==> src/rtl/muldiv_unit_if.sv <==
// Operand, control and HI/LO result bundle between the EXE stage and muldiv_unit.
// The unit takes the slave side; the pipeline control (or a bench) drives the master side.
interface muldiv_unit_if #(
  parameter int XLEN = 32
);
  logic            start;
  logic [1:0]      op;
  logic [XLEN-1:0] rs_data;
  logic [XLEN-1:0] rt_data;
  logic            flush;
  logic            hilo_we;
  logic            hilo_sel;
  logic [XLEN-1:0] hilo_wdata;
  logic            busy;
  logic            done;
  logic [XLEN-1:0] hi;
  logic [XLEN-1:0] lo;

  modport master (
    output start, op, rs_data, rt_data, flush, hilo_we, hilo_sel, hilo_wdata,
    input  busy, done, hi, lo
  );

  modport slave (
    input  start, op, rs_data, rt_data, flush, hilo_we, hilo_sel, hilo_wdata,
    output busy, done, hi, lo
  );
endinterface

==> src/rtl/muldiv_unit.sv <==
// Iterative mult/multu/div/divu unit owning HI/LO: fixed 34-cycle latency,
// shift-add multiply and restoring divide on magnitudes, signs fixed up afterwards.
module muldiv_unit #(
  parameter int XLEN = 32,
  parameter int ITER = 32
) (
  input  logic          clk_i,
  input  logic          reset_i,
  muldiv_unit_if.slave  md_if
);

  localparam int CNT_W = $clog2(ITER + 1);

  typedef enum logic [1:0] {
    S_IDLE = 2'd0,
    S_ITER = 2'd1,
    S_FIX  = 2'd2,
    S_WB   = 2'd3
  } state_e;

  state_e              state_q, state_d;
  logic [CNT_W-1:0]    cnt_q, cnt_d;
  logic                is_div_q, is_div_d;
  logic                neg_res_q, neg_res_d;
  logic                neg_rem_q, neg_rem_d;
  logic                div0_q, div0_d;
  logic [XLEN-1:0]     opb_q, opb_d;
  logic [XLEN-1:0]     rs_orig_q, rs_orig_d;
  logic [2*XLEN-1:0]   acc_q, acc_d;
  logic [XLEN:0]       rem_q, rem_d;
  logic [XLEN-1:0]     hi_q, hi_d;
  logic [XLEN-1:0]     lo_q, lo_d;
  logic                busy_q, busy_d;
  logic                done_q, done_d;

  // Operand magnitudes and sign flags, only meaningful on the launch edge.
  logic                signed_op_s;
  logic                rs_neg_s;
  logic                rt_neg_s;
  logic [XLEN-1:0]     rs_mag_s;
  logic [XLEN-1:0]     rt_mag_s;

  // Per-iteration datapath: acc holds {partial product, multiplier} or {-, quotient/dividend}.
  logic [XLEN:0]       mul_sum_s;
  logic [XLEN+1:0]     div_shift_s;
  logic                div_ge_s;
  logic [XLEN:0]       div_diff_s;

  assign signed_op_s = ~md_if.op[0];
  assign rs_neg_s    = signed_op_s & md_if.rs_data[XLEN-1];
  assign rt_neg_s    = signed_op_s & md_if.rt_data[XLEN-1];
  assign rs_mag_s    = rs_neg_s ? -md_if.rs_data : md_if.rs_data;
  assign rt_mag_s    = rt_neg_s ? -md_if.rt_data : md_if.rt_data;

  assign mul_sum_s   = {1'b0, acc_q[2*XLEN-1:XLEN]} + (acc_q[0] ? {1'b0, opb_q} : {(XLEN+1){1'b0}});
  assign div_shift_s = {rem_q, acc_q[XLEN-1]};
  assign div_ge_s    = (div_shift_s >= {2'b00, opb_q});
  assign div_diff_s  = div_shift_s[XLEN:0] - {1'b0, opb_q};

  // Next-state and datapath update for the whole unit.
  always_comb begin
    state_d   = state_q;
    cnt_d     = cnt_q;
    is_div_d  = is_div_q;
    neg_res_d = neg_res_q;
    neg_rem_d = neg_rem_q;
    div0_d    = div0_q;
    opb_d     = opb_q;
    rs_orig_d = rs_orig_q;
    acc_d     = acc_q;
    rem_d     = rem_q;
    hi_d      = hi_q;
    lo_d      = lo_q;
    done_d    = 1'b0;

    case (state_q)
      S_IDLE: begin
        if (md_if.hilo_we) begin
          if (md_if.hilo_sel) begin
            hi_d = md_if.hilo_wdata;
          end else begin
            lo_d = md_if.hilo_wdata;
          end
        end else begin
          hi_d = hi_q;
        end
        if (md_if.start && !md_if.flush) begin
          state_d   = S_ITER;
          cnt_d     = CNT_W'(ITER);
          is_div_d  = md_if.op[1];
          neg_res_d = rs_neg_s ^ rt_neg_s;
          neg_rem_d = rs_neg_s;
          div0_d    = (md_if.rt_data == {XLEN{1'b0}});
          rs_orig_d = md_if.rs_data;
          rem_d     = {(XLEN+1){1'b0}};
          if (md_if.op[1]) begin
            opb_d = rt_mag_s;
            acc_d = {{XLEN{1'b0}}, rs_mag_s};
          end else begin
            opb_d = rs_mag_s;
            acc_d = {{XLEN{1'b0}}, rt_mag_s};
          end
        end else begin
          state_d = S_IDLE;
        end
      end
      S_ITER: begin
        if (md_if.flush) begin
          state_d = S_IDLE;
        end else begin
          cnt_d = cnt_q - CNT_W'(1);
          if (is_div_q) begin
            acc_d = {acc_q[2*XLEN-1:XLEN], acc_q[XLEN-2:0], div_ge_s};
            if (div_ge_s) begin
              rem_d = div_diff_s;
            end else begin
              rem_d = div_shift_s[XLEN:0];
            end
          end else begin
            acc_d = {mul_sum_s, acc_q[XLEN-1:1]};
          end
          if (cnt_q == CNT_W'(1)) begin
            state_d = S_FIX;
          end else begin
            state_d = S_ITER;
          end
        end
      end
      S_FIX: begin
        if (md_if.flush) begin
          state_d = S_IDLE;
        end else begin
          state_d = S_WB;
          // Divide by zero reports the untouched dividend in HI and all ones in LO.
          if (is_div_q && div0_q) begin
            acc_d = {rs_orig_q, {XLEN{1'b1}}};
          end else if (is_div_q) begin
            acc_d = {(neg_rem_q ? -rem_q[XLEN-1:0] : rem_q[XLEN-1:0]),
                     (neg_res_q ? -acc_q[XLEN-1:0] : acc_q[XLEN-1:0])};
          end else begin
            acc_d = neg_res_q ? -acc_q : acc_q;
          end
        end
      end
      S_WB: begin
        state_d = S_IDLE;
        if (md_if.flush) begin
          done_d = 1'b0;
        end else begin
          hi_d   = acc_q[2*XLEN-1:XLEN];
          lo_d   = acc_q[XLEN-1:0];
          done_d = 1'b1;
        end
      end
      default: begin
        state_d = S_IDLE;
      end
    endcase

    busy_d = (state_d != S_IDLE);
  end

  // State and datapath registers with synchronous reset.
  always_ff @(posedge clk_i) begin
    if (reset_i) begin
      state_q   <= S_IDLE;
      cnt_q     <= {CNT_W{1'b0}};
      is_div_q  <= 1'b0;
      neg_res_q <= 1'b0;
      neg_rem_q <= 1'b0;
      div0_q    <= 1'b0;
      opb_q     <= {XLEN{1'b0}};
      rs_orig_q <= {XLEN{1'b0}};
      acc_q     <= {(2*XLEN){1'b0}};
      rem_q     <= {(XLEN+1){1'b0}};
      hi_q      <= {XLEN{1'b0}};
      lo_q      <= {XLEN{1'b0}};
      busy_q    <= 1'b0;
      done_q    <= 1'b0;
    end else begin
      state_q   <= state_d;
      cnt_q     <= cnt_d;
      is_div_q  <= is_div_d;
      neg_res_q <= neg_res_d;
      neg_rem_q <= neg_rem_d;
      div0_q    <= div0_d;
      opb_q     <= opb_d;
      rs_orig_q <= rs_orig_d;
      acc_q     <= acc_d;
      rem_q     <= rem_d;
      hi_q      <= hi_d;
      lo_q      <= lo_d;
      busy_q    <= busy_d;
      done_q    <= done_d;
    end
  end

  assign md_if.busy = busy_q;
  assign md_if.done = done_q;
  assign md_if.hi   = hi_q;
  assign md_if.lo   = lo_q;

endmodule

==> src/flat_wrapper.sv <==
// flat-port wrapper written by rule: the top's interface ports become plain ports
module muldiv_unit_flat 
#(
  parameter int XLEN = 32,
  parameter int ITER = 32
)
  (clk_i, reset_i, md_if_start, md_if_op, md_if_rs_data, md_if_rt_data, md_if_flush, md_if_hilo_we, md_if_hilo_sel, md_if_hilo_wdata, md_if_busy, md_if_done, md_if_hi, md_if_lo);
  muldiv_unit_if #(.XLEN(XLEN)) md_if_i ();
  input  logic clk_i;
  input  logic reset_i;
  input wire logic [$bits(md_if_i.start)-1:0] md_if_start;
  input wire logic [$bits(md_if_i.op)-1:0] md_if_op;
  input wire logic [$bits(md_if_i.rs_data)-1:0] md_if_rs_data;
  input wire logic [$bits(md_if_i.rt_data)-1:0] md_if_rt_data;
  input wire logic [$bits(md_if_i.flush)-1:0] md_if_flush;
  input wire logic [$bits(md_if_i.hilo_we)-1:0] md_if_hilo_we;
  input wire logic [$bits(md_if_i.hilo_sel)-1:0] md_if_hilo_sel;
  input wire logic [$bits(md_if_i.hilo_wdata)-1:0] md_if_hilo_wdata;
  output wire logic [$bits(md_if_i.busy)-1:0] md_if_busy;
  output wire logic [$bits(md_if_i.done)-1:0] md_if_done;
  output wire logic [$bits(md_if_i.hi)-1:0] md_if_hi;
  output wire logic [$bits(md_if_i.lo)-1:0] md_if_lo;
  assign md_if_i.start = md_if_start;
  assign md_if_i.op = md_if_op;
  assign md_if_i.rs_data = md_if_rs_data;
  assign md_if_i.rt_data = md_if_rt_data;
  assign md_if_i.flush = md_if_flush;
  assign md_if_i.hilo_we = md_if_hilo_we;
  assign md_if_i.hilo_sel = md_if_hilo_sel;
  assign md_if_i.hilo_wdata = md_if_hilo_wdata;
  assign md_if_busy = md_if_i.busy;
  assign md_if_done = md_if_i.done;
  assign md_if_hi = md_if_i.hi;
  assign md_if_lo = md_if_i.lo;
  muldiv_unit #(.XLEN(XLEN), .ITER(ITER)) u_core (.clk_i(clk_i), .reset_i(reset_i), .md_if(md_if_i));
endmodule
==> config.mk <==
export PLATFORM = sky130hd
export DESIGN_NAME = muldiv_unit_flat
export DESIGN_NICKNAME = d
export VERILOG_FILES = /design/src/rtl/muldiv_unit_if.sv /design/src/rtl/muldiv_unit.sv /design/src/flat_wrapper.sv
export SDC_FILE = /design/constraint.sdc
export NUM_CORES = 1
export LEC_CHECK = 0
export CORE_MARGIN = 2
export CORE_UTILIZATION = 40
export CTS_CLUSTER_SIZE = 25
export DETAILED_ROUTE_END_ITERATION = 16
export DONT_BUFFER_PORTS = 1
export GPL_ROUTABILITY_DRIVEN = 0
export GPL_TIMING_DRIVEN = 0
export PLACE_DENSITY = 0.56
export SYNTH_ARGS = -nofsm -noshare
export SYNTH_HDL_FRONTEND = slang
export SYNTH_SLANG_ARGS = --single-unit
export TNS_END_PERCENT = 50
==> constraint.sdc <==
create_clock -name clk_i -period 3.6 [get_ports clk_i]
set_input_delay 0.72 -clock clk_i [delete_from_list [all_inputs] [get_ports clk_i]]
set_output_delay 0.72 -clock clk_i [all_outputs]
set_load 0.02 [all_outputs]
==> results of run 1 <==
## layout by cell type (no fill, tap or decap), types with 74 or more instances in the layout
cell and n:
o21ai_0 163, a211oi_1 93, ha_1 74, nor2_1 278
dfxtp_1 237, inv_1 79, xnor2_1 82, clkbuf_1 139
a21oi_1 286, nand2_1 310, xor2_1 106
## repair_timing
action                                 4_1_cts  5_1_grt
resized for setup                           28       23
endpoints found under the hold margin        0        0
cloned                                       0        0
setup endpoints to repair                   43       45
setup buffers                                0        4
pin swaps                                    3        6
## per-stage QoR
stage	instance area, µm²	setup TNS (ps)	util [%]
global placement	18920	-37050	41.97
CTS	20020	-21.64	44.40
floorplan	18170	0	-
finish	20130	0	44.64
detailed placement	18920	-39200	41.97
global route	20120	0	44.62
## power by group
part / total [µW] / internal, µW / switching [µW]
registers: 3020 / 2800 / 225
logic: 1630 / 566 / 1070
clock network: 3130 / 1840 / 1290
## worst max path at each step
stage | from | to | slack, ps | cells past startpoint
global route | u_core.acc_q[31] | u_core.rem_q[2] | 3 | 15
finish | u_core.acc_q[0] | u_core.acc_q[60] | 100 | 14
detailed placement | u_core.acc_q[31] | u_core.rem_q[29] | -1230 | 16
floorplan | u_core.acc_q[31] | u_core.rem_q[29] | 280 | 16
global placement | u_core.acc_q[31] | u_core.rem_q[29] | -1160 | 16
CTS | u_core.acc_q[0] | u_core.acc_q[60] | -20 | 13
## sequential cells by signal (all words and copies together) (netlist names)
register / flops
u_core.neg_res_q: 1
u_core.state_q: 2
u_core.cnt_q: 6
u_core.acc_q: 64
u_core.rem_q: 33
u_core.is_div_q: 1
u_core.rs_orig_q: 32
u_core.neg_rem_q: 1
u_core.md_if.busy: 1
u_core.md_if.lo: 32
u_core.md_if.done: 1
u_core.opb_q: 32
u_core.md_if.hi: 32
u_core.div0_q: 1
## layout make-up
class,count,area [µm²],share of cell area (%)
inverters,82,310.3,1.542
clock buffers,35,778.2,3.867
well taps,600,750.7,3.730
flip-flops and latches,239,4787,23.79
clock inverters,19,221.5,1.100
multi-input cells,2017,12470,61.94
diodes,3,7.507,0.03730
repair buffers,4,30.03,0.1492
plain buffers,173,774.5,3.848
## layer usage
metal  vias up  share of wire (%)  GRT usage [%]
li1       9039                  -              -
met1      9116                 42          41.11
met2       974                 43          47.45
met3       141                 12          10.03
met4         4                3.9          11.26
met5         -              0.064              0
## logic make-up (layout without fill, tap and decap cells)
logic type | Yosys count | count (layout) | share of synthesized area, %
and+or+nand+nor | 882 | 882 | 22.60
AOI/OAI and AO/OA | 816 | 816 | 27.79
buffers and inverters | 255 | 313 | 5.769
DFF | 239 | 239 | 26.33
xor gates and xnor gates | 188 | 188 | 9.060
adders and majority gates | 76 | 76 | 5.315
muxes | 55 | 55 | 3.139
other | 0 | 3 | 0
==> impl_metrics.toml, run 1 <==
[yosys]
avgSynthCellArea_um2 = 7.238
syn_nets = 2691
yosys-top-cells-area = "dfxtp_1, a21oi_1, nand2_1, nor2_1, xor2_1"
yosys.area.top_type = "dfxtp_1"
synth-edff-count = 0
synth_common_cells = "nand2_1, a21oi_1, nor2_1, dfxtp_1, o21ai_0"
ys_ff_latch = 239
synth.most_common_cell = "nand2_1"
synth_cells = 2511
async_reset_ff_share_pct = 0
synthDistinctLibCells = 86
yosysWarnings = 0
syn_area_um2 = 18170
synth_top_area_share_pct = 26.33
ys.flop_type = "dfxtp_1"
yosysSeqAreaShare_pct = 26.33

[grt]
track_usage_pct = 31.16
grt_max_degree = 15
grt_pass1_wl_um = 110900
grt_pass1_vias = 17420
antenna_found_initial = 3
grt_overflow = 0

[power_and_ir_drop]
powerDensity_nw_per_um2 = 386.7
power.leakage_uw = 0.007711
total_power_uw = 7782
irDropWorstVdd_mv = 0.3608

[timing]
maxSlewHeadroom_pct = 23.82
rsz0062_at_grt = "no"
max_freq_ghz = 0.2856
skew_ps = 16.00
hold_ws_ps = 221.8
finalCritPeriodShare_pct = 97.25
period_minus_slack_ps = 3501
worst_pin_slew_ps = 1143
setup_ws_ps = 98.94
hold_viol_final = 0
slew_violations = 0
setup-violations-final = 0

[die]
die_h_um = 217.2
rows = 78
die_area_um2 = 47150
core_area_um2 = 45090
initial_core_util_pct = 40.31
fp.dieW_um = 217.2
ios = 170

[routing]
vias = 19270
ant_nets = 0
drt-total-wl_um = 76810
dr.pass1.iters = 6
drt_iter0_drc = 1984
via_per_inst = 6.076
post_drt_wl_per_cell_um = 24.22
drc = 0

[setup_path]
crit_path_start_kind = "register"
reg2reg_depth = 14
cp.arrival_ps = 3940
crit_slowest_cell = "o41ai_4"
cp_max_fo = 10
rrSetupSlack_ps = 100
crit_type = "reg2reg"
end_kind = "register"
crit_path_max_incr_delay_ps = 540
cp.required_ps = 4040
path_common_cell = "a21oi_2"
reg2reg_from = "u_core.acc_q[0]"
reg2reg_to = "u_core.acc_q[60]"
path_cells = "inv_2 -> clkbuf_4 -> nor2_1 -> ha_1 -> a21oi_1 -> nand2_1 -> a31oi_2 -> o41ai_4 -> a21oi_2 -> o21ai_2 -> a21oi_2 -> and3_1 -> o31ai_1 -> o211ai_1"
path_delay_family = "compound AO/OA/AOI/OAI gates"
critPathBufInv = 2

[cts]
cts_hold_buf = 0
cts_root_buf = "clkbuf_16"
cts_tree = "built"
path_clk_slew_ps = 60
clk_latency_ps = 580
clock_sinks = 239
cts_buffer_depth = 3
h-tree-depth = 1
cts_buffers = 29

[min_path]
hp-start = "md_if_flush"
whs_path_depth = 1
hold_end = "u_core.md_if.done"
hold_path.class = "in2reg"

[cells_and_area]
nFillCells = 4707
nets = 2726
stdcell_count = 3172
final_layout_size_suffix_gt1_share_pct = 5.917
area_growth_pct = 10.74

[outcome]
status = "finished clean"

[placed_design]
dp_hpwl_um = 61210
post-place-ws_ps = -1228
dp_cells = 3111
port_buffers = 0

[flow_run]
max_cap_violations = 0
Power figures use the tool's default switching activity.
==> run 2, diff against run 1 <==
ABC_AREA = 1   (was not set)
CELL_PAD_IN_SITES_DETAIL_PLACEMENT = 1   (was not set)
CELL_PAD_IN_SITES_GLOBAL_PLACEMENT = 1   (was not set)
PLACE_DENSITY = 0.76   (was 0.56)
==> impl_metrics.toml, run 2 <==
[grt]
grt_max_degree = 16
grt_pass1_vias = 25460
track_usage_pct = 40.32
grt_overflow = 0
antenna_found_initial = 5
grt_pass1_wl_um = 164300

[yosys]
synth-edff-count = 0
avgSynthCellArea_um2 = 5.797
yosys.area.top_type = "dfxtp_1"
synth.most_common_cell = "nand2_1"
syn_nets = 3847
syn_area_um2 = 21260
yosys-top-cells-area = "dfxtp_1, nand2_1, nor2_1, inv_1, o21ai_0"
synth_common_cells = "nand2_1, nor2_1, inv_1, o21ai_0, a21oi_1"
yosysWarnings = 0
ys_ff_latch = 239
synthDistinctLibCells = 57
async_reset_ff_share_pct = 0
synth_top_area_share_pct = 22.51
synth_cells = 3667
yosysSeqAreaShare_pct = 22.51
ys.flop_type = "dfxtp_1"

[cts]
h-tree-depth = 1
clock_sinks = 239
cts_buffer_depth = 3
cts_setup_buffers = 0
cts_hold_buf = 0
cts_buffers = 31
ctsResizeCount = 0
clk_latency_ps = 610
path_clk_slew_ps = 60
cts_root_buf = "clkbuf_16"
cts_tree = "built"

[cells_and_area]
regMostFlops = "u_core.acc_q"
largest_reg_flops = 64
nets = 3880
layout_commonest_cell = "nand2_1"
reg_top3 = "u_core.acc_q x64, u_core.rem_q x33"
layout_common_cells = "nand2_1, nor2_1, inv_1, o21ai_0, a21oi_1"
final_layout_size_suffix_gt1_share_pct = 6.470
fin_util_pct = 44.18
area_growth_pct = 9.199

[timing]
fin_setup_tns_ps = 0
skew_ps = 23.46
setup-violations-final = 0
setup_ws_ps = 168.2
rsz0062_at_grt = "no"
hold_viol_final = 0
period_minus_slack_ps = 3432
worst_pin_slew_ps = 1203
maxSlewHeadroom_pct = 19.79
slew_violations = 0
hold_ws_ps = 259.4
max_freq_ghz = 0.2914
finalCritPeriodShare_pct = 95.33

[setup_path]
crit_path_start_kind = "register"
cp.arrival_ps = 3920
crit_type = "reg2reg"
end_kind = "register"
path_cells = "inv_1 -> ha_1 -> clkbuf_1 -> inv_2 -> o211ai_1 -> nor2_1 -> clkbuf_1 -> o21ai_0 -> a21oi_1 -> nor2_1"
cp_max_fo = 10
crit_path_max_incr_delay_ps = 580
crit_slowest_cell = "clkbuf_1"
cp.required_ps = 4090

[power_and_ir_drop]
powerDensity_nw_per_um2 = 370.9
irDropWorstVdd_mv = 0.3528
power.leakage_uw = 0.01075

[outcome]
status = "finished clean"

[die]
die_h_um = 234.5
rows = 84
initial_core_util_pct = 40.45
fp.dieW_um = 234.5
die_area_um2 = 55010
ios = 170
core_area_um2 = 52550

[routing]
drc = 0
ant_nets = 0
drt_iter0_drc = 3157
dr.pass1.iters = 5
vias = 26670
drt-total-wl_um = 113700
post_drt_wl_per_cell_um = 25.74
via_per_inst = 6.038

[placed_design]
port_buffers = 0
post-place-ws_ps = 423.3
dp_hpwl_um = 93280

[flow_run]
max_cap_violations = 0

[min_path]
hold_path.class = "in2reg"
[run 2: power breakdown]
part / leakage [µW] / internal [µW] / switching [µW] / total, µW
registers: 0.00196 / 2800 / 256 / 3050
clock network: 0.000528 / 2000 / 1400 / 3410
logic: 0.00827 / 573 / 1580 / 2150
[run 2: cell type report]
class	count	area, µm²
Antenna cell	3	7.507
Buffer	153	645.6
Clock buffer	37	828.3
Clock inverter	21	259.0
Fill cell	7389	29340
Inverter	427	1605
Multi-Input combinational cell	2848	14220
Sequential cell	239	4785
Tap cell	688	860.8
[run 2: cell families (layout without fill, tap and decap cells)]
group,Yosys count,count (layout),share of synthesized area [%]
compound gates,814,814,21.89
xor+xnor,67,67,2.760
fa+ha+maj,76,76,4.544
buf+inv,580,638,10.59
flops,239,239,22.51
other cells,0,3,0
simple gates,1891,1891,37.71
[run 2: routing by layer]
layer,vias up,GRT usage [%],wire (µm)
met5,-,0,30
li1,12140,-,-
met3,380,8.866,12390
met1,12600,51.06,44880
met2,1539,61.00,46870
met4,4,27.54,9480
[run 2: worst max-delay path, delay by kind of cell (launching register included)]
kind | cells | cell delay, ps
flops | 1 | 350
fa+ha+maj | 1 | 200
simple gates | 2 | 540
buf+inv | 4 | 1140
compound gates | 3 | 1060
[run 2: worst paths after layout]
path	from	endpoint	slack, ps	depth (start not counted)
worst max-delay path	u_core.state_q[0]	u_core.acc_q[12]	170	10
worst min-delay path	md_if_rs_data[14]	u_core.rs_orig_q[14]	260	2
worst max register to register	u_core.state_q[0]	u_core.acc_q[12]	170	10
worst min register to register	u_core.rem_q[32]	u_core.rem_q[32]	480	2
[run 2: through the flow]
stage                     area [µm²]  std cells  total power, µW
after CTS                      23210       4413             8500
after global placement         22120       4355             5119
after detailed placement       22120       4355             5155
after floorplan                21260       3667             4398
after global routing           23210       4413             8841
final                          23210       4416             8610
